**src/rtl/zombie_game_pkg.sv**
```systemverilog
// Shared types and lane constants for the whack-a-zombie hit detector.
package zombie_game_pkg;

    localparam int unsigned NUM_LANES = 3;

    localparam logic [1:0] LANE_NONE = 2'd0;
    localparam logic [1:0] LANE1     = 2'd1;
    localparam logic [1:0] LANE2     = 2'd2;
    localparam logic [1:0] LANE3     = 2'd3;

    typedef enum logic [2:0] {
        IDLE,
        REFILL,
        WAIT_HIT,
        RESOLVE,
        OVER
    } state_t;

    typedef enum logic {
        HIT,
        MISS
    } result_t;

    // One-hot press pattern that counts as a hit for the given lane.
    function automatic logic [NUM_LANES-1:0] lane_mask(input logic [1:0] pos);
        case (pos)
            LANE1:   lane_mask = 3'b001;
            LANE2:   lane_mask = 3'b010;
            LANE3:   lane_mask = 3'b100;
            default: lane_mask = 3'b000;
        endcase
    endfunction

endpackage

```
**src/rtl/btn_debounce.sv**
```systemverilog
// One lane of button conditioning: two-flop synchroniser, stability counter,
// and a one-cycle press pulse on the rising edge of the debounced level.
module btn_debounce #(
    parameter int unsigned DEBOUNCE_CYCLES = 16
) (
    input  logic clk,
    input  logic rst,
    input  logic btn,
    output logic level,
    output logic press
);

    localparam int unsigned CNT_W = $clog2(DEBOUNCE_CYCLES + 1);
    localparam logic [CNT_W-1:0] CNT_LAST = CNT_W'(DEBOUNCE_CYCLES - 1);

    logic [1:0]       sync;
    logic             level_q;
    logic [CNT_W-1:0] cnt;

    always_ff @(posedge clk) begin
        if (!rst) begin
            sync    <= '0;
            level   <= 1'b0;
            level_q <= 1'b0;
            press   <= 1'b0;
            cnt     <= '0;
        end else begin
            sync    <= {sync[0], btn};
            level_q <= level;
            press   <= level & ~level_q;
            // Any sample that agrees with the current level restarts the count.
            if (sync[1] == level) begin
                cnt <= '0;
            end else if (cnt == CNT_LAST) begin
                level <= sync[1];
                cnt   <= '0;
            end else begin
                cnt <= cnt + 1'b1;
            end
        end
    end

endmodule

```
**src/rtl/zombie_hit_detector.sv**
```systemverilog
// Judges debounced lane presses against the displayed zombie; drives the
// picture-advance pulses and keeps score, lives and game-over state.
module zombie_hit_detector
    import zombie_game_pkg::*;
#(
    parameter int unsigned DEBOUNCE_CYCLES = 16,
    parameter int unsigned TIMEOUT_CYCLES  = 200,
    parameter int unsigned LIVES           = 3,
    parameter int unsigned SCORE_W         = 8
) (
    input  logic               clk,
    input  logic               rst,
    input  logic               btn1,
    input  logic               btn2,
    input  logic               btn3,
    input  logic               game_en,
    input  logic               zombie_valid,
    input  logic [1:0]         zombie_pos,
    output logic               need_random,
    output logic               shift,
    output logic               hit,
    output logic               miss,
    output logic [SCORE_W-1:0] score,
    output logic [1:0]         lives,
    output logic               gameover
);

    localparam int unsigned TO_W = $clog2(TIMEOUT_CYCLES + 1);

    logic [NUM_LANES-1:0] btn_raw;
    logic [NUM_LANES-1:0] btn_level;
    logic [NUM_LANES-1:0] btn_press;
    logic [NUM_LANES-1:0] press;

    assign btn_raw = {btn3, btn2, btn1};

    for (genvar l = 0; l < NUM_LANES; l++) begin : g_lane
        btn_debounce #(
            .DEBOUNCE_CYCLES(DEBOUNCE_CYCLES)
        ) u_db (
            .clk   (clk),
            .rst   (rst),
            .btn   (btn_raw[l]),
            .level (btn_level[l]),
            .press (btn_press[l])
        );
    end

    // A press pulse always coincides with a high level; gating keeps both used.
    assign press = btn_press & btn_level;

    state_t          state;
    result_t         res;
    logic [TO_W-1:0] timeout;

    always_ff @(posedge clk) begin
        if (!rst) begin
            state       <= IDLE;
            res         <= HIT;
            timeout     <= '0;
            need_random <= 1'b0;
            shift       <= 1'b0;
            hit         <= 1'b0;
            miss        <= 1'b0;
            score       <= '0;
            lives       <= 2'(LIVES);
            gameover    <= 1'b0;
        end else begin
            need_random <= 1'b0;
            shift       <= 1'b0;
            hit         <= 1'b0;
            miss        <= 1'b0;
            case (state)
                IDLE: begin
                    if (game_en) begin
                        need_random <= 1'b1;
                        state       <= REFILL;
                    end
                end
                REFILL: begin
                    if (!game_en) begin
                        state <= IDLE;
                    end else if (zombie_valid && zombie_pos != LANE_NONE) begin
                        timeout <= TO_W'(TIMEOUT_CYCLES - 1);
                        state   <= WAIT_HIT;
                    end
                end
                WAIT_HIT: begin
                    // Result pulses are registered on entry so they appear in RESOLVE.
                    if (!game_en) begin
                        state <= IDLE;
                    end else if (press != '0 && press == lane_mask(zombie_pos)) begin
                        res         <= HIT;
                        hit         <= 1'b1;
                        shift       <= 1'b1;
                        need_random <= 1'b1;
                        state       <= RESOLVE;
                    end else if (press != '0 || timeout == '0) begin
                        res         <= MISS;
                        miss        <= 1'b1;
                        shift       <= (lives != 2'd1);
                        need_random <= (lives != 2'd1);
                        state       <= RESOLVE;
                    end else begin
                        timeout <= timeout - 1'b1;
                    end
                end
                RESOLVE: begin
                    if (res == HIT) begin
                        if (score != '1)
                            score <= score + 1'b1;
                        state <= REFILL;
                    end else begin
                        lives <= lives - 2'd1;
                        if (lives == 2'd1) begin
                            gameover <= 1'b1;
                            state    <= OVER;
                        end else begin
                            state <= REFILL;
                        end
                    end
                end
                OVER: begin
                    gameover <= 1'b1;
                end
                default: state <= IDLE;
            endcase
        end
    end

endmodule

```
**config.mk**
```make
export PLATFORM = sky130hd
export DESIGN_NAME = zombie_hit_detector
export DESIGN_NICKNAME = d
export VERILOG_FILES = /design/src/rtl/zombie_game_pkg.sv /design/src/rtl/btn_debounce.sv /design/src/rtl/zombie_hit_detector.sv
export SDC_FILE = /design/constraint.sdc
export NUM_CORES = 1
export LEC_CHECK = 0
export ABC_AREA = 1
export CAP_MARGIN = 10
export CORE_MARGIN = 4
export CORE_UTILIZATION = 25
export DETAILED_ROUTE_END_ITERATION = 10
export PLACE_DENSITY = 0.52
export RECOVER_POWER = 100
export SLEW_MARGIN = 20
export SYNTH_ARGS = -nofsm -noshare
export SYNTH_HDL_FRONTEND = slang
export SYNTH_SLANG_ARGS = --single-unit
```
**constraint.sdc**
```tcl
create_clock -name clk -period 4.7 [get_ports clk]
set_clock_uncertainty 0.2 [all_clocks]
set_input_delay 1.175 -clock clk [delete_from_list [all_inputs] [get_ports clk]]
set_output_delay 1.175 -clock clk [all_outputs]
set_load 0.03 [all_outputs]
```
Yosys cells after proc, flatten, opt, wreduce, memory -nomap -nowiden. Cells that the tools add are included.

Flip-flop bits (word level): 57. Bits of input ports: 9. Output and inout port bits: 15.

Add/sub/neg operators: 6. Equal/unequal tests: 27. Multiplexer cells: 31. Bitwise operators: 15. Reduce and logical (&&, ||, !) cells: 25.

Operators with widths (number): two-way mux 8 bit (5); two-way mux 3 bit (11); != test 2 bit, second input constant (8); case mux 8 bit (2 select lines) (1); adder 5 x 1 -> 5 bit, second input constant (3); equality test 5 x 4 -> 1 bit, second input constant (3); case mux 3 bit (5 select lines) (1); AND reduction 3 bit (4); inverter 1 bit (11); two-way mux 1 bit (10); AND reduction 2 bit (5); case mux 3 bit (3 select lines) (1); OR reduction 3 bit (3); adder 8 x 1 -> 8 bit, second input constant (1); zero test 8 bit (1); != test 8 bit, second input constant (1); nonzero test 2 bit (4); subtractor 8 x 1 -> 8 bit, second input constant (1); equality test 3 x 2 -> 1 bit, second input constant (2); AND reduction 6 bit (1); equality test 2 x 1 -> 1 bit, second input constant (2); equality test 2 bit, second input constant (2); != test 4 bit, second input constant (1); case mux 1 bit (2 select lines) (2); 15 further kinds (20).

Depth between registers and ports, before layout. Gate-level depths: netlist of the first run.

Depth after elaboration: 10. Depth in mapped cells: 10.

Cells and area by module. Synthesis of the first run repeated with hierarchy kept, for this count alone.

Cells, all modules: 351. Area, all modules: 2607.5 um2.

By module, submodules not included: zombie_hit_detector (instances 1, cells an instance 225, area each 1519.0 um2, sequential area each 540.5 um2); btn_debounce (instances 3, cells an instance 42, area each 362.8 um2, sequential area each 200.2 um2).

Worst setup path after synthesis of the first run. Ideal clock, no wire load.

Kind: input to register. From: input zombie_pos[0]. To: register timeout[3]. Setup time: 0.072 ns. Data arrival time: 1.850 ns. Required time: 4.428 ns. Setup slack: 2.577 ns. Stages: 6. Path buffers: 0. Path through: nor2_1 > nor2_1 > or2b_4 > nand2_4 > nand2_1 > a21oi_1.

Longest elaborated chain between the ends: 9.

RTL lines: start, declared (line zombie_hit_detector.sv:18) `input logic [1:0] zombie_pos,`; equality test 2 bit or equality test 2 x 1 -> 1 bit (tied branches) (line zombie_game_pkg.sv:26) `case (pos)`; case mux 3 bit (3 select lines) (line zombie_game_pkg.sv:26); two-way mux 3 bit (line zombie_hit_detector.sv:90) `if (!game_en) begin`; two-way mux 3 bit (line zombie_hit_detector.sv:73) `case (state)`; two-way mux 3 bit (line zombie_hit_detector.sv:57) `if (!rst) begin`; equality test 3 bit (line zombie_hit_detector.sv:92) `end else if (press != '0 && press == lane_mask(zombie_pos)) begin`; logical AND 1 bit (line zombie_hit_detector.sv:92); != test 2 bit (no line); AND reduction 6 bit (no line) (*); end signal, assigned (line zombie_hit_detector.sv:84) `timeout <= TO_W'(TIMEOUT_CYCLES - 1);`; end signal, assigned (line zombie_hit_detector.sv:105) `timeout <= timeout - 1'b1;`; end, declared (line zombie_hit_detector.sv:54) `logic [TO_W-1:0] timeout;`.

Every way passes the cells marked *; elsewhere a longest branch is shown, timed or not. The select of a mux whose other input is x is not followed. A chain may end at the register's enable or synchronous reset.

==> impl_metrics.py, run 1 <==
metrics = {
    "run_status": {
        "result_of_the_run": "finished, final reports clean",
    },
    "sta": {
        "final-setup-viol-count": 0,
        "rsz0062_at_grt": "no",
        "max_freq_mhz": 291,
        "layout_min_cycle_time_ns": 3.43,
        "final.period_utilization_pct": 73.0,
        "finalHoldViolations": 0,
        "maxSlewViolCount": 0,
        "whs_ns": 0.184,
        "tightestPinTransition_ns": 0.890,
        "post-route-worst-setup-slack_ns": 1.27,
        "final.setup.tns_ns": 0,
        "slew_headroom_pct": 40.7,
    },
    "grt": {
        "grt_antenna_before_repair": 0,
        "grt_util_all_layers_pct": 9.21,
        "grt_start_max_net_pins": 23,
        "grt_pass1_vias": 1971,
        "overflow": 0,
        "grt_pass1_wl_um": 8610,
    },
    "yosys": {
        "synthesis.area_um2": 2530,
        "synth_top_cell_area_share_pct": 45.1,
        "gate_count_after_technology_mapping": 346,
        "synth_sequential_area_ratio_pct": 45.1,
        "synthDistinctLibCells": 27,
        "synth_top_cell_by_area": "sky130_fd_sc_hd__dfxtp_1",
        "synth_warnings": 0,
        "ys_ff_latch": 57,
        "synthesis.nets": 365,
        "post_synth.cell_area_avg_um2": 7.32,
        "yosys-top-cells-area": "sky130_fd_sc_hd__dfxtp_1 45%, sky130_fd_sc_hd__nand2_1 10%, sky130_fd_sc_hd__inv_1 8.7%",
    },
    "floorplanning": {
        "fp.dieArea_um2": 11800,
        "floorplan.die.height_um": 109,
        "rows": 36,
        "die_width_um": 109,
        "ios": 24,
        "core_area_um2": 9820,
        "floorplan.initialDensity_pct": 25.8,
    },
    "drt": {
        "avgRoutedWirePerCell_um": 9.30,
        "drt_drc_violations_left": 0,
        "routed_wirelength_um": 4800,
        "dr.first_iter.drc_count": 91,
        "detail_route.first_pass.iterations": 4,
        "vias": 2123,
        "via_per_inst": 4.11,
        "antenna_violating_nets_left": 0,
    },
    "pwr": {
        "power_switching_share_pct": 22.6,
        "power_leakage_nw": 1.40,
        "seqPwrFrac_pct": 47.4,
        "internal_power_mw": 0.813,
        "comb_power_share_pct": 6.5,
        "power-per-cell-area_nw_per_um2": 336,
        "power.clock.fraction_pct": 46.1,
        "report.power.total_mw": 1.05,
        "net-switching-power_mw": 0.238,
        "vdd_drop_max_mv": 0.166,
    },
    "cts": {
        "clock_latency_late_sink_ns": 0.34,
        "clk_root_buffer_cell": "sky130_fd_sc_hd__clkbuf_8",
        "cts_setup_buffers": 0,
        "clock_sink_count": 57,
        "clk_pin_slew_ns": 0.06,
        "ctsHtreeMaxLevel": 3,
        "clock_path_buffers": 2,
        "tritoncts": "built",
        "cts.repair.resized": 0,
        "cts_made_buffers": 9,
        "hold_buffers": 0,
    },
    "placed_design": {
        "port-buffer-count": 23,
        "detailedPlace.worstSlack_ns": 1.61,
        "finalWeightedCongestion": 0.750,
        "dp.final_hpwl_um": 3550,
    },
    "worst_hold_path": {
        "worstHoldPathType": "reg -> reg",
    },
    "cells_and_area": {
        "antenna_cells": 0,
        "commonest_non_fill_non_tap_cell_in_the_layout": "sky130_fd_sc_hd__nand2_1",
        "post-route-util_pct": 31.9,
        "layout.cells.most_common_list": "69 x sky130_fd_sc_hd__nand2_1, 59 x sky130_fd_sc_hd__inv_1, 57 x sky130_fd_sc_hd__dfxtp_1, 47 x sky130_fd_sc_hd__nor2_1, 33 x sky130_fd_sc_hd__a21oi_1",
        "layout-drive-gt1-share_pct": 6.27,
        "final_nets": 397,
        "synthToLayoutAreaGrowth_pct": 23.6,
    },
    "run": {
        "max_cap_viol_count": 0,
    },
    "worst_setup_path": {
        "required_ns": 4.78,
        "startpoint_type": "input port",
        "cp.arrival_ns": 3.52,
        "path_max_fanout": 22,
        "crit_type": "in -> reg",
        "timing.critical_path.to_type": "register",
    },
}
==> flip-flops by register name (all words and copies together) (netlist names) <==
| name | flops |
|---|---|
| g_lane.u_db.level | 3 |
| g_lane.u_db.sync | 6 |
| g_lane.u_db.cnt | 15 |
| gameover | 1 |
| shift | 1 |
| hit | 1 |
| miss | 1 |
| score | 8 |
| g_lane.u_db.level_q | 3 |
| lives | 2 |
| g_lane.u_db.press | 3 |
| need_random | 1 |
| res | 1 |
| timeout | 8 |
| state | 3 |
==> cells in the mapped netlist (all sizes together) <==
master and instances:
xor2 4, xnor2 2, or2b 1, ha 10
nor3b 1, inv 59, a21oi 33, o21a 1
clkbuf 1, nand4 3, buf 2, nand3 23
o21ai 14, nor2 50, nand2 73, dfxtp 57
o211ai 3, nor3 4, nor4 1, o21bai 2
clkinv 1, nand3b 1
==> through the flow <==
stage / std cells / area, um2
2_1_floorplan: 346 / 2530
3_3_place_gp: 500 / 2920
3_5_place_dp: 500 / 2920
4_1_cts: 516 / 3130
5_1_grt: 516 / 3130
6_report: 516 / 3130
==> cells by family after synthesis <==
logic type               count (synthesis)  share of synthesized area, %
flip-flops                              57                          45.1
buffers and inverters                   63                          9.44
AO/OA/AOI/OAI                           53                          11.1
adder cells (fa/ha/maj)                 10                          4.94
AND/OR/NAND/NOR                        157                          27.4
XOR/XNOR                                 6                          2.08
==> final cells by class <==
cell class              count  area [um2]
clock buffers              10         128
clock inverters             6        82.6
fillers                  1100        6690
inverters                  60         225
multi-input cells         226        1150
flip-flops and latches     57        1140
well taps                 133         166
repair buffers             24         234
==> final timing paths <==
kind                               start                     to  slack [ns]  cells past startpoint
setup / recovery                     rst            need_random        1.27                      6
hold / removal    g_lane[2].u_db.level_q   g_lane[2].u_db.press        0.18                      1
setup reg to reg   g_lane[2].u_db.cnt[0]  g_lane[2].u_db.cnt[3]        2.90                      8
hold reg to reg   g_lane[2].u_db.level_q   g_lane[2].u_db.press        0.18                      1
==> per-layer routing <==
layer | vias up | track usage, % | share of wire, %
li1 | 1147 | - | -
met3 | 6 | 4.74 | 6.1
met4 | 0 | 2.98 | 1.5
met2 | 37 | 13.6 | 43
met1 | 933 | 11.6 | 49
met5 | - | 0 | 0
==> critical path, cell delays in order <==
cell and delay, ns:
sky130_fd_sc_hd__clkdlybuf4s50_1 0.45, sky130_fd_sc_hd__clkbuf_1 0.66, sky130_fd_sc_hd__clkinv_1 0.71, sky130_fd_sc_hd__nor4_1 0.35
sky130_fd_sc_hd__nand2_1 0.10, sky130_fd_sc_hd__inv_1 0.05
==> power by group through the flow <==
stage / Combinational [mW] / Clock (mW) / Sequential [mW]
after floorplan: 0.0468 / 0 / 0.510
after global placement: 0.0684 / 0 / 0.509
after detailed placement: 0.0696 / 0 / 0.509
after CTS: 0.0699 / 0.502 / 0.498
after global routing: 0.0798 / 0.522 / 0.499
final: 0.0687 / 0.484 / 0.498
(Power assumes the default switching activity.)
==> inputs of run 2 (changes only) <==
==> constraint.sdc (replaced) <==
create_clock -name clk -period 3.2 [get_ports clk]
set_clock_uncertainty 0.2 [all_clocks]
set_input_delay 0.8 -clock clk [delete_from_list [all_inputs] [get_ports clk]]
set_output_delay 0.8 -clock clk [all_outputs]
set_load 0.03 [all_outputs]
==> run 2 against run 1 <==
Final cell count up 0.19%. Sequential share of layout area up 0.35 points. Core utilization down 0.31 points. Largest power group unchanged. Non-clock buffer count up 2. Critical endpoint is now score[2]. Combinational power up 44%. Via count about the same.
==> impl_metrics.py, run 2 (synthesis gave the netlist of run 1 again) <==
metrics = {
    "grt": {
        "grt_antenna_before_repair": 0,
        "grt_pass1_vias": 1845,
        "overflow": 0,
        "grt_util_all_layers_pct": 8.74,
        "grt_start_max_net_pins": 20,
        "grt_pass1_wl_um": 8020,
    },
    "cts": {
        "clock_latency_late_sink_ns": 0.33,
        "clock_sink_count": 57,
        "cts_made_buffers": 9,
        "cts.repair.resized": 0,
        "clock_path_buffers": 2,
        "cts_setup_buffers": 0,
        "clk_root_buffer_cell": "sky130_fd_sc_hd__clkbuf_8",
        "hold_buffers": 0,
        "clk_pin_slew_ns": 0.06,
        "ctsHtreeMaxLevel": 3,
        "tritoncts": "built",
    },
    "cells_and_area": {
        "layout-drive-gt1-share_pct": 5.73,
        "final_nets": 399,
        "largest_reg_flops": 15,
        "layout.cells.non_filler": 517,
        "commonest_non_fill_non_tap_cell_in_the_layout": "sky130_fd_sc_hd__nand2_1",
        "antenna_cells": 0,
        "post-route-util_pct": 31.5,
        "layout.cells.most_common_list": "70 x sky130_fd_sc_hd__nand2_1, 59 x sky130_fd_sc_hd__inv_1, 57 x sky130_fd_sc_hd__dfxtp_1, 47 x sky130_fd_sc_hd__nor2_1, 33 x sky130_fd_sc_hd__a21oi_1",
        "fill_cell_instance_count_of_the_final_layout": 1090,
        "synthToLayoutAreaGrowth_pct": 22.4,
        "registers.top_by_ff_count": "g_lane.u_db.cnt",
        "reg_top3": "g_lane.u_db.cnt x15, score x8, timeout x8",
    },
    "pwr": {
        "vdd_drop_max_mv": 0.229,
        "power_leakage_nw": 1.38,
        "power-per-cell-area_nw_per_um2": 472,
    },
    "sta": {
        "layout_min_cycle_time_ns": 2.54,
        "finalHoldViolations": 0,
        "final-setup-viol-count": 0,
        "tightestPinTransition_ns": 0.885,
        "final.period_utilization_pct": 79.3,
        "max_freq_mhz": 394,
        "rsz0062_at_grt": "no",
        "final.setup.tns_ns": 0,
        "slew_headroom_pct": 41.0,
        "maxSlewViolCount": 0,
    },
    "worst_hold_path": {
        "worstHoldPathType": "reg -> reg",
    },
    "worst_setup_path": {
        "required_ns": 2.20,
        "timing.critical_path.buf_inv": 1,
        "startpoint_type": "register",
        "cp.arrival_ns": 1.54,
        "cpPeakStageDelay_ns": 0.78,
        "timing.critical_path.slowest_stage_cell": "sky130_fd_sc_hd__dlygate4sd3_1",
        "path_max_fanout": 6,
        "path_cells": "dlygate4sd3_1",
        "timing.critical_path.to_type": "output pin",
        "crit_family": "buffers and inverters",
        "crit_type": "reg -> out",
    },
    "placed_design": {
        "dp.final_hpwl_um": 3580,
        "finalWeightedCongestion": 0.804,
        "port-buffer-count": 23,
        "dp.cells": 502,
    },
    "drt": {
        "via_per_inst": 4.10,
        "vias": 2121,
        "dr.first_iter.drc_count": 61,
        "antenna_violating_nets_left": 0,
        "routed_wirelength_um": 4770,
        "detail_route.first_pass.iterations": 4,
        "avgRoutedWirePerCell_um": 9.23,
        "drt_drc_violations_left": 0,
    },
    "floorplanning": {
        "rows": 36,
        "die_width_um": 109,
        "floorplan.initialDensity_pct": 25.8,
        "fp.dieArea_um2": 11800,
        "floorplan.die.height_um": 109,
        "core_area_um2": 9820,
        "ios": 24,
    },
    "run": {
        "max_cap_viol_count": 0,
    },
    "run_status": {
        "result_of_the_run": "finished, final reports clean",
    },
}
==> run 2: report_power, final <==
group	internal [mW]	switching, mW	leakage (nW)
Combinational	0.0382	0.0608	0.832
Clock	0.350	0.281	0.0909
Sequential	0.722	0.00979	0.461
==> run 2: per-layer routing <==
| metal | wire (um) | vias to the layer above | share of wire, % | track usage [%] |
|---|---|---|---|---|
| li1 | - | 1154 | - | - |
| met4 | 62 | 0 | 1.3 | 3.25 |
| met5 | 0 | - | 0 | 0 |
| met3 | 251 | 7 | 5.3 | 3.79 |
| met2 | 2090 | 40 | 44 | 13.0 |
| met1 | 2360 | 920 | 50 | 11.2 |
==> run 2: worst reg2reg max path: stages (launching register included) <==
cell and delay, ns:
sky130_fd_sc_hd__dfxtp_1 0.33, sky130_fd_sc_hd__inv_1 0.17, sky130_fd_sc_hd__ha_1 0.17, sky130_fd_sc_hd__inv_1 0.04
sky130_fd_sc_hd__nor3_1 0.17, sky130_fd_sc_hd__nand2_2 0.13, sky130_fd_sc_hd__nand3_4 0.13, sky130_fd_sc_hd__nand2_1 0.19
sky130_fd_sc_hd__nand2_1 0.11, sky130_fd_sc_hd__a21oi_1 0.06
==> run 2: path summary, 6_finish.rpt <==
kind / start / endpoint / slack (ns) / cells after the start
max: score[2] / score[2] / 0.66 / 1
min: g_lane[1].u_db.level_q / g_lane[1].u_db.press / 0.18 / 1
max reg2reg: timeout[0] / timeout[2] / 1.37 / 9
min reg2reg: g_lane[1].u_db.level_q / g_lane[1].u_db.press / 0.18 / 1
==> run 2: final cells by class <==
| type | instances | area [um2] | area share (%) |
|---|---|---|---|
| sequential | 57 | 1140 | 36.8 |
| multi-input combinational | 226 | 1140 | 36.8 |
| timing repair buffer | 26 | 241 | 7.79 |
| inverter | 60 | 225 | 7.27 |
| tap | 133 | 166 | 5.37 |
| clock buffer | 9 | 124 | 4.00 |
| clock inverter | 6 | 60.1 | 1.94 |
==> run 2: stage by stage <==
step	setup WS, ns	area (um2)	total power [mW]	hold WS (ns)
4_1_cts	0.673	3120	1.49	0.187
6_report	0.661	3100	1.46	0.183
2_1_floorplan	1.42	2530	0.817	0.168
3_3_place_gp	0.774	2940	0.850	0.172
3_5_place_dp	0.745	2940	0.851	0.177
5_1_grt	0.594	3100	1.54	0.192
